**src/rtl/mux_arb_pkg.sv**
```systemverilog
// Shared types and constants for the round-robin output arbiter.
package mux_arb_pkg;

    localparam int unsigned NUM_REQ            = 4;
    localparam int unsigned SEL_W              = 2;
    localparam int unsigned DEF_TIMEOUT_CYCLES = 16;

    typedef logic [1:0] arb_state_t;

    localparam arb_state_t StIdle  = 2'd0;
    localparam arb_state_t StGrant = 2'd1;
    localparam arb_state_t StGap   = 2'd2;

    // First set request at or after last+1, wrapping; returns last when none is set.
    function automatic logic [SEL_W-1:0] rr_pick(input logic [NUM_REQ-1:0] req,
                                                input logic [SEL_W-1:0]   last);
        logic [SEL_W-1:0] idx;
        logic [SEL_W-1:0] win;
        logic             found;
        win   = last;
        found = 1'b0;
        for (int i = 1; i <= NUM_REQ; i++) begin
            idx = last + SEL_W'(i);
            if (!found && req[idx]) begin
                win   = idx;
                found = 1'b1;
            end
        end
        return win;
    endfunction

endpackage

```
**src/rtl/mux41.sv**
```systemverilog
// Plain 4:1 single-bit multiplexer.
module mux41 (
    input  logic [1:0] sel_i,
    input  logic [3:0] d_i,
    output logic       y_o
);

    always_comb begin
        y_o = d_i[sel_i];
    end

endmodule

```
**src/rtl/mux_rr_arbiter.sv**
```systemverilog
// Four-requester round-robin owner of a shared output bit, no preemption, one GAP cycle per
// release. Define ARB_TIMEOUT_EN to bound grant length and mask timed-out requesters.
module mux_rr_arbiter
    import mux_arb_pkg::*;
#(
    parameter int unsigned TIMEOUT_CYCLES = DEF_TIMEOUT_CYCLES
) (
    input  logic               CLK,
    input  logic               RST,
    input  logic [NUM_REQ-1:0] REQ,
    input  logic               D1,
    input  logic               D2,
    input  logic               D3,
    input  logic               D4,
    output logic [NUM_REQ-1:0] GNT,
    output logic [SEL_W-1:0]   S,
    output logic               BUSY,
    output logic               Y
);

    if (TIMEOUT_CYCLES < 2 || TIMEOUT_CYCLES > 31) begin : g_bad_timeout
        $error("TIMEOUT_CYCLES must be in 2..31");
    end

    arb_state_t         state_q, state_d;
    logic [NUM_REQ-1:0] gnt_q, gnt_d;
    logic [SEL_W-1:0]   sel_q, sel_d;
    logic [SEL_W-1:0]   last_q, last_d;
    logic               busy_q, busy_d;
    logic [NUM_REQ-1:0] req_elig;
    logic [SEL_W-1:0]   win;
    logic               owner_req;
    logic               mux_y;

`ifdef ARB_TIMEOUT_EN
    localparam int unsigned CNT_W = 5;
    logic [CNT_W-1:0]   cnt_q, cnt_d;
    logic [NUM_REQ-1:0] mask_q, mask_d;

    assign req_elig = REQ & ~mask_q;
`else
    assign req_elig = REQ;
`endif

    assign win       = rr_pick(req_elig, last_q);
    assign owner_req = REQ[sel_q];

    always_comb begin
        state_d = state_q;
        gnt_d   = gnt_q;
        sel_d   = sel_q;
        last_d  = last_q;
        busy_d  = busy_q;
`ifdef ARB_TIMEOUT_EN
        cnt_d   = cnt_q;
        // A mask bit survives only while its requester keeps REQ high.
        mask_d  = mask_q & REQ;
`endif
        case (state_q)
            StIdle: begin
                if (|req_elig) begin
                    state_d = StGrant;
                    gnt_d   = {{(NUM_REQ-1){1'b0}}, 1'b1} << win;
                    sel_d   = win;
                    last_d  = win;
                    busy_d  = 1'b1;
`ifdef ARB_TIMEOUT_EN
                    cnt_d   = '0;
`endif
                end
            end
            StGrant: begin
                if (!owner_req) begin
                    state_d = StGap;
                    gnt_d   = '0;
                    busy_d  = 1'b0;
                end
`ifdef ARB_TIMEOUT_EN
                else if (cnt_q == CNT_W'(TIMEOUT_CYCLES - 1)) begin
                    state_d       = StGap;
                    gnt_d         = '0;
                    busy_d        = 1'b0;
                    mask_d[sel_q] = 1'b1;
                end else begin
                    cnt_d = cnt_q + CNT_W'(1);
                end
`endif
            end
            StGap: begin
                state_d = StIdle;
            end
            default: begin
                state_d = StIdle;
                gnt_d   = '0;
                busy_d  = 1'b0;
            end
        endcase
    end

    always_ff @(posedge CLK or posedge RST) begin
        if (RST) begin
            state_q <= StIdle;
            gnt_q   <= '0;
            sel_q   <= '0;
            last_q  <= SEL_W'(NUM_REQ - 1);
            busy_q  <= 1'b0;
`ifdef ARB_TIMEOUT_EN
            cnt_q   <= '0;
            mask_q  <= '0;
`endif
        end else begin
            state_q <= state_d;
            gnt_q   <= gnt_d;
            sel_q   <= sel_d;
            last_q  <= last_d;
            busy_q  <= busy_d;
`ifdef ARB_TIMEOUT_EN
            cnt_q   <= cnt_d;
            mask_q  <= mask_d;
`endif
        end
    end

    mux41 u_mux41 (
        .sel_i (sel_q),
        .d_i   ({D4, D3, D2, D1}),
        .y_o   (mux_y)
    );

    assign GNT  = gnt_q;
    assign S    = sel_q;
    assign BUSY = busy_q;
    assign Y    = mux_y & busy_q;

endmodule
```
**config.mk**
```make
export PLATFORM = sky130hd
export DESIGN_NAME = mux_rr_arbiter
export DESIGN_NICKNAME = d
export VERILOG_FILES = /design/src/rtl/mux_arb_pkg.sv /design/src/rtl/mux41.sv /design/src/rtl/mux_rr_arbiter.sv
export SDC_FILE = /design/constraint.sdc
export NUM_CORES = 1
export LEC_CHECK = 0
export ABC_AREA = 1
export BUFFER_PORTS_ARGS = -buffer_cell sky130_fd_sc_hd__buf_2
export CAP_MARGIN = 20
export CORE_UTILIZATION = 55
export CTS_BUF_LIST = sky130_fd_sc_hd__clkbuf_8
export CTS_CLUSTER_SIZE = 8
export DETAILED_ROUTE_END_ITERATION = 8
export PLACE_DENSITY = 0.77
export REMOVE_ABC_BUFFERS = 1
export SLEW_MARGIN = 0
export SYNTH_ARGS = -nofsm -noshare
export SYNTH_HDL_FRONTEND = slang
export SYNTH_HIERARCHICAL = 1
export SYNTH_SLANG_ARGS = --single-unit
export TNS_END_PERCENT = 10
```
**constraint.sdc**
```tcl
create_clock -name CLK -period 2.2 [get_ports CLK]
set_clock_uncertainty 0.1 [all_clocks]
set_input_delay 0.33 -clock CLK [delete_from_list [all_inputs] [get_ports CLK]]
set_output_delay 0.33 -clock CLK [all_outputs]
set_load 0.05 [all_outputs]
```
==> results of run 1 <==
final cells by class:
type | count | area (sq um) | area share [%]
clock buffer | 3 | 41.29 | 3.957
clock inverter | 1 | 5.005 | 0.4796
inverter | 17 | 95.09 | 9.113
multi-input combinational | 103 | 509.2 | 48.80
sequential | 11 | 277.8 | 26.62
tap | 16 | 20.02 | 1.918
timing repair buffer | 18 | 95.09 | 9.113
sequential cells by signal, summed over array words and instances (netlist names):
| register | cells |
|---|---|
| S | 2 |
| state_q | 2 |
| GNT | 4 |
| BUSY | 1 |
| last_q | 2 |
logic make-up after synthesis:
| kind of cell | synth area share (%) |
|---|---|
| AND/OR/NAND/NOR | 52.52 |
| flip-flops | 31.09 |
| AO/OA/AOI/OAI | 4.482 |
| buffers and inverters | 11.91 |
worst max-delay path by stage:
stage | startpoint | endpoint | slack [ns] | depth (start not counted)
floorplan | S[0]$_DFFE_PP0P_ | Y | 0.40 | 6
global placement | last_q[0]$_DFFE_PP1P_ | GNT[3]$_DFFE_PP0P_ | 0.45 | 11
detailed placement | last_q[0]$_DFFE_PP1P_ | GNT[2]$_DFFE_PP0P_ | 0.42 | 11
CTS | last_q[0]$_DFFE_PP1P_ | GNT[2]$_DFFE_PP0P_ | 0.40 | 11
global route | last_q[0]$_DFFE_PP1P_ | GNT[2]$_DFFE_PP0P_ | 0.20 | 11
finish | last_q[0]$_DFFE_PP1P_ | GNT[2]$_DFFE_PP0P_ | 0.40 | 11
metrics by stage:
| stage | instances | setup slack (ns) | utilization [%] | power (mW) |
|---|---|---|---|---|
| finish | 169 | 0.4044 | 69.27 | 1.937 |
| global route | 169 | 0.2036 | 69.27 | 2.123 |
| CTS | 169 | 0.4038 | 69.27 | 1.948 |
| detailed placement | 164 | 0.4208 | 65.53 | 1.732 |
| global placement | 164 | 0.4470 | 65.53 | 1.698 |
| floorplan | 131 | 0.3977 | - | 1.497 |
layer usage:
| metal | vias to the layer above | share of wire [%] | wire [um] | track usage, % |
|---|---|---|---|---|
| li1 | 443 | - | - | - |
| met1 | 372 | 44 | 809 | 30.14 |
| met2 | 23 | 51 | 929 | 43.38 |
| met3 | 3 | 3.8 | 70 | 4.741 |
| met4 | 0 | 0.77 | 14 | 5.625 |
| met5 | - | 0 | 0 | 0 |
power groups by stage:
stage	Clock (mW)	Combinational, mW	Sequential (mW)
2_1_floorplan	0	0.943	0.554
3_3_place_gp	0	1.28	0.415
3_5_place_dp	0	1.32	0.416
4_1_cts	0.211	1.32	0.415
5_1_grt	0.220	1.47	0.432
6_report	0.205	1.32	0.415
cells in the final DEF, fill, tap and decap left out, types with 2 or more instances in the layout:
cell type | Yosys | final
nor2_1 | 4 | 4
nand2_2 | 10 | 10
nor2_2 | 3 | 3
nand2_1 | 62 | 62
dfrtp_1 | 9 | 9
clkbuf_8 | 0 | 3
nand2_4 | 5 | 5
inv_1 | 10 | 10
o21ai_1 | 2 | 2
nand3_1 | 11 | 11
inv_2 | 4 | 4
buf_2 | 0 | 17
dfstp_2 | 2 | 2
critical path, delay by kind of cell, from the launching register on:
kind | cells | cell delay, ns
DFF | 1 | 0.71
and+or+nand+nor | 10 | 0.80
buffers and inverters | 1 | 0.06
repair_timing:
action,4_1_cts,5_1_grt
gates resized for setup,0,0
buffers inserted,0,0
hold buffers,1,0
hold endpoints to repair,9,0
==> results.md, run 1 <==
* Switching share of power at 55.77%
* Post-DR wirelength/cell at 10.79 um
* CTS tree: built
* Worst R2R Start: last_q[0]$_DFFE_PP1P_
* Post-synth EDFFs at 0
* CTS root buffer: clkbuf_8
* Die X at 42.30 um
* Synthesis warning total at 6
* Combinational power share at 68.0%
* Clock transition at path regs at 0.05 ns
* Core Region at 1506 sq um
* Flops & latches, synth at 11
* Synth area leader: nand2_1
* Worst Setup Start Kind: register
* Dpl hpwl at 1.476 mm
* CTS sink cnt at 11
* Hold path start: GNT[0]$_DFFE_PP0P_
* Avg Inst Size Synth at 6.768 sq um
* Largest net degree at the start of global routing at 12
* Main synth FF type: dfrtp_1
* Hold_ws at 0.3771 ns
* Initial Util at 59.30%
* Status: completed
* Leak at 0.6267 nW
* Max FO, Critical Path at 10
* Final setup viols at 0
* R2R depth at 11
* Int Power at 856.8 uW
* Clk pwr share at 10.6%
* Critical path's slowest cell: dfstp_2
* Register area share after synthesis at 31.09%
* Number of global-route vias before repair at 799
* Clk buf depth at 2
* Final nets at 164
* Crit path cell chain: nand2_1, nand2_2, nand2_4, nand2_4, clkinv_4, nand3_1, nand2_1, nand2_1, nand2_2, nand2_1, nand2_1
* Post-synth ARST share at 100.0%
* Synth cell types at 21
* Die Area at 1789 sq um
* Die height at 42.30 um
* FF-to-FF End: GNT[2]$_DFFE_PP0P_
* Slew Viols, Final at 0
* Global-route wire length before repair at 3.346 mm
* Hold Crit Endpoint: GNT[0]$_DFFE_PP0P_
* Core Rows at 14
* Filler cells at 140
* Worst path arrival time at 1.83 ns
* Max incr delay on CP at 0.71 ns
* Inserted Clock Buffers at 3
* Initial antenna violation count at 0
* Max frequency at 556.9 MHz
* WHS Path Cells at 2
* Total wire length at 1.824 mm
* TritonRoute pass-1 iters at 5
* Vias/cell at 4.976
* Layout area overhead at 16.81%
* Switch Pwr at 1.080 mW
* Final instance area at 1044 sq um
* GRT Util Overall at 24.37%
* Post-route DRC at 0
* RSZ-0062 raised after global routing: no
* WP data required at 2.23 ns
* Reg2reg setup slack at 0.40 ns
* Hold Crit Class: register to register
* Slew @ Worst Pin at 0.4166 ns
* Area contributors post-synth: nand2_1 26%, dfrtp_1 25%, nand2_2 7.0%
* Max_cap viols at 0
* Part of the power in registers at 21.4%
* Commonest cells post-synth: 62 x nand2_1, 11 x nand3_1, 10 x inv_1, 10 x nand2_2, 9 x dfrtp_1
* Share of the synthesized area in the top cell type at 26.05%
* GRT overflow at 0
* Total number of vias at 841
* PortBufs at 17
* Number of top-level pins at 18
* Initial detailed-routing violation count at 11
* # diodes at 0
* Share of cells above drive strength 1 at 33.33%
* Post-layout minimum cycle time at 1.796 ns
* Fin crit share at 81.62%
* Slew headroom at 72.20%
* Worst setup EP type: register
* CTS H-tree depth at 1
* Worst-Skew Late Latency at 0.24 ns
* Maximum vdd drop at 1.258 mV
* Final antenna-violating net count at 0
* Synth Instances at 132
* Cell Area, Synth at 893.4 sq um
* Setup TNS at 0 ns
* Critical path type: register to register
* Cell mode on critical path: nand2_1
* Final Hold Fails at 0
* Most frequent cell after synthesis: nand2_1
* Placed cell area at 987.2 sq um
* Gpl congestion at 0.8185
* Power per standard cell area at 1856 nW/um^2
Power figures use the tool's default switching activity.
==> run 2, diff against run 1 <==
--- a/config.mk
+++ b/config.mk
@@ -5,14 +5,15 @@
 export SDC_FILE = /design/constraint.sdc
 export NUM_CORES = 1
 export LEC_CHECK = 0
-export ABC_AREA = 1
+export ABC_AREA = 0
 export BUFFER_PORTS_ARGS = -buffer_cell sky130_fd_sc_hd__buf_2
 export CAP_MARGIN = 20
-export CORE_UTILIZATION = 55
+export CORE_AREA = 2 2 39 41
 export CTS_BUF_LIST = sky130_fd_sc_hd__clkbuf_8
 export CTS_CLUSTER_SIZE = 8
 export DETAILED_ROUTE_END_ITERATION = 8
-export PLACE_DENSITY = 0.77
+export DIE_AREA = 0 0 41 43
+export PLACE_DENSITY = 0.66
 export REMOVE_ABC_BUFFERS = 1
 export SLEW_MARGIN = 0
 export SYNTH_ARGS = -nofsm -noshare
==> constraint.sdc (replaced) <==
create_clock -name CLK -period 1.79 [get_ports CLK]
set_clock_uncertainty 0.1 [all_clocks]
set_input_delay 0.2685 -clock CLK [delete_from_list [all_inputs] [get_ports CLK]]
set_output_delay 0.2685 -clock CLK [all_outputs]
set_load 0.05 [all_outputs]
==> run 2 against run 1 <==
  * Sequential share of layout area rose by 10 points
  * Area after synthesis is 37% lower
  * Cell count fell by 49%
  * Critical path depth fell by 8
  * Via count decreased by 44%
  * Sequential power grew 15%
  * Non-clock buffer count grew 2
  * Sequential cell count stayed put
  * Worst hold slack improved by 0.0062 ns
  * Core utilization fell by 15 points
==> results.md, run 2 <==
* Slew headroom at 72.24% (was 72.20%)
* Avg Inst Size Synth at 12.06 sq um (was 6.768 sq um)
* Max_cap viols at 0 (unchanged)
* Synth cell types at 27 (was 21)
* Post-DR wirelength/cell at 12.94 um (was 10.79 um)
* Power per standard cell area at 2099 nW/um^2 (was 1856 nW/um^2)
* Setup slack at placement at 0.1503 ns (was 0.4208 ns)
* Reg2reg setup slack at 0.21 ns (was 0.40 ns)
* Global-route wire length before repair at 1.869 mm (was 3.346 mm)
* Finished Layout Cells at 87 (was 169)
* CTS root buffer: clkbuf_8 (unchanged)
* Total number of vias at 472 (was 841)
* RSZ-0062 raised after global routing: yes (was no)
* Filler cells at 121 (was 140)
* Share of the synthesized area in the top cell type at 39.74% (was 26.05%)
* Hold Crit Class: register to register (unchanged)
* Largest net degree at the start of global routing at 12 (unchanged)
* Critical path type: register to output pin (was register to register)
* Core Rows at 14 (unchanged)
* Simple-Gate Fraction of Synth Area at 20.75% (was 52.52%)
* WHS Path Cells at 1 (was 2)
* Compound-Gate Fraction of Synth Area at 21.63% (was 4.482%)
* Post-Synth XOR/XNOR Area at 0% (unchanged)
* Cell Area, Synth at 566.8 sq um (was 893.4 sq um)
* Setup WS post-layout at 0.03066 ns (was 0.4044 ns)
* Fin crit share at 98.29%
* # diodes at 0 (unchanged)
* CTS H-tree depth at 1 (unchanged)
* Switch Pwr at 698.1 uW (was 1.080 mW)
* Number of global-route vias before repair at 430 (was 799)
* Number of top-level pins at 18 (unchanged)
* Max frequency at 568.4 MHz
* Final antenna-violating net count at 0 (unchanged)
* Int Power at 885.8 uW (was 856.8 uW)
* Core Region at 1384 sq um (was 1506 sq um)
* Final nets at 82 (was 164)
* Initial detailed-routing violation count at 12 (was 11)
* GRT Util Overall at 15.96% (was 24.37%)
* TritonRoute pass-1 iters at 4 (was 5)
* Die height at 43 um (was 42.30 um)
* Gpl congestion at 0.6951 (was 0.8185)
* Status: completed (unchanged)
* Max FO, Critical Path at 2 (was 10)
* Total wire length at 1.126 mm (was 1.824 mm)
* Layout area overhead at 33.11% (was 16.81%)
* Initial Util at 40.96% (was 59.30%)
* Area contributors post-synth: dfrtp_1 40%, dfstp_2 9.3%, mux4_2 7.9% (was nand2_1 26%, dfrtp_1 25%, nand2_2 7.0%)
* Post-synth ARST share at 100.0% (unchanged)
* Flops & latches, synth at 11 (unchanged)
* Inserted Clock Buffers at 3 (unchanged)
* Maximum vdd drop at 0.9157 mV (was 1.258 mV)
* Worst R2R Start: S[1]$_DFFE_PP0P_ (was last_q[0]$_DFFE_PP1P_)
* Area share of fa/ha/maj cells after synthesis at 0% (unchanged)
* Clock transition at path regs at 0.05 ns (about the same)
* GRT overflow at 0 (unchanged)
* Worst path arrival time at 1.39 ns (was 1.83 ns)
* Synth area leader: dfrtp_1 (was nand2_1)
* Final setup viols at 0 (unchanged)
* Hold Crit Endpoint: GNT[0]$_DFFE_PP0P_ (unchanged)
* Worst Setup Start Kind: register (unchanged)
* Post-synthesis mux area share at 7.947% (was 0%)
* CTS tree: built (unchanged)
* Dpl hpwl at 867.3 um (was 1.476 mm)
* Die X at 41 um (was 42.30 um)
* Hold path start: GNT[0]$_DFFE_PP0P_ (unchanged)
* Post-synth EDFFs at 0 (unchanged)
* Initial antenna violation count at 0 (unchanged)
* Post-layout minimum cycle time at 1.759 ns
* Most common cell after layout, fill and taps aside: buf_2 (was nand2_1)
* Main synth FF type: dfrtp_1 (unchanged)
* Worst setup EP type: output pin (was register)
* Part of the power in registers at 30.2% (was 21.4%)
* Slew @ Worst Pin at 0.4159 ns (was 0.4166 ns)
* Synth Instances at 47 (was 132)
* Clk pwr share at 14.6% (was 10.6%)
* Share of cells above drive strength 1 at 47.89% (was 33.33%)
* Placed cell area at 671.9 sq um (was 987.2 sq um)
* Commonest cells post-synth: 9 x dfrtp_1, 5 x a21o_1 (was 62 x nand2_1, 11 x nand3_1, 10 x inv_1, 10 x nand2_2, 9 x dfrtp_1)
* PortBufs at 17 (unchanged)
* FF-to-FF End: GNT[3]$_DFFE_PP0P_ (was GNT[2]$_DFFE_PP0P_)
* Largest family of logic cells by synthesized area: compound AO/OA/AOI/OAI gates (was simple AND/OR/NAND/NOR gates)
* Vias/cell at 5.425 (was 4.976)
* CTS sink cnt at 11 (unchanged)
* Max FFs per register at 4 (unchanged)
* Most frequent cells in the layout: 16 x buf_2, 9 x dfrtp_1, 5 x a21o_1 (was 62 x nand2_1, 17 x buf_2, 11 x nand3_1)
* Final instance area at 754.5 sq um (was 1044 sq um)
* Final Hold Fails at 0 (unchanged)
* Leak at 0.3634 nW (was 0.6267 nW)
* Die Area at 1763 sq um (was 1789 sq um)
* Switching share of power at 44.07% (was 55.77%)
* Fin util at 54.52% (was 69.27%)
* Synthesis warning total at 6 (unchanged)
* Post-route DRC at 0 (unchanged)
* Combinational power share at 55.2% (was 68.0%)
* Cells after DPL at 80 (was 164)
* Register area share after synthesis at 49.01% (was 31.09%)
* Slew Viols, Final at 0 (unchanged)
* R2R depth at 4 (was 11)
* Clk buf depth at 2 (unchanged)
* WP data required at 1.42 ns (was 2.23 ns)
* Most frequent cell after synthesis: dfrtp_1 (was nand2_1)
* Worst-Skew Late Latency at 0.23 ns (was 0.24 ns)
[run 2: what timing repair did]
item	4_1_cts	5_1_grt
endpoints found under the hold margin	9	0
endpoints found under the setup margin	1	1
resized for setup	2	2
pin swaps	0	1
buffers inserted	1	1
hold buffers	1	0
[run 2: routing by layer]
| layer | track usage [%] | vias to the layer above | routed length (um) |
|---|---|---|---|
| met5 | 0 | - | 0 |
| met4 | 8.000 | 0 | 8 |
| met3 | 4.712 | 2 | 80 |
| met2 | 20.31 | 18 | 484 |
| met1 | 24.13 | 222 | 552 |
| li1 | - | 230 | - |
[run 2: cell type report]
cell class	instances	area [sq um]	share of cell area, %
Tap cell	16	20.02	2.653
Clock inverter	1	3.754	0.4975
Multi-Input combinational cell	35	287.8	38.14
Clock buffer	3	41.29	5.473
Sequential cell	11	277.8	36.82
Timing Repair Buffer	20	120.1	15.92
Inverter	1	3.754	0.4975
[run 2: worst max-delay path by stage]
stage | slack [ns] | to | startpoint
3_3_place_gp | 0.17 | Y | S[0]$_DFFE_PP0P_
2_1_floorplan | -0.12 | Y | S[0]$_DFFE_PP0P_
4_1_cts | 0.01 | Y | S[0]$_DFFE_PP0P_
5_1_grt | -0.02 | Y | S[0]$_DFFE_PP0P_
6_report | 0.03 | Y | S[0]$_DFFE_PP0P_
3_5_place_dp | 0.15 | Y | S[0]$_DFFE_PP0P_
[run 2: cells by family (layout without fill, tap and decap cells)]
family          after synthesis  count (layout)
buf+inv                       1              25
compound gates               16              16
simple gates                 17              17
flops                        11              11
mux                           2               2
[run 2: worst max-delay path, stage by stage (launching register included)]
cell,delay [ns]
dfrtp_1,0.37
mux4_2,0.50
and2_4,0.15
buf_8,0.14
[run 2: metrics by stage]
stage           TNS, ns  hold slack, ns  power (mW)
3_5_place_dp          0          0.1793       1.281
4_1_cts               0          0.3886       1.557
3_3_place_gp          0          0.1782       1.281
6_report              0          0.3832       1.584
2_1_floorplan   -0.2180         0.01951       1.112
5_1_grt        -0.02484          0.4101       1.701
[run 2: power groups by stage]
stage | clock, mW | sequential (mW) | combinational (mW)
after floorplan | 0 | 0.676 | 0.435
final | 0.231 | 0.478 | 0.875
after global placement | 0 | 0.483 | 0.798
after global routing | 0.255 | 0.498 | 0.949
after CTS | 0.239 | 0.477 | 0.842
after detailed placement | 0 | 0.486 | 0.795
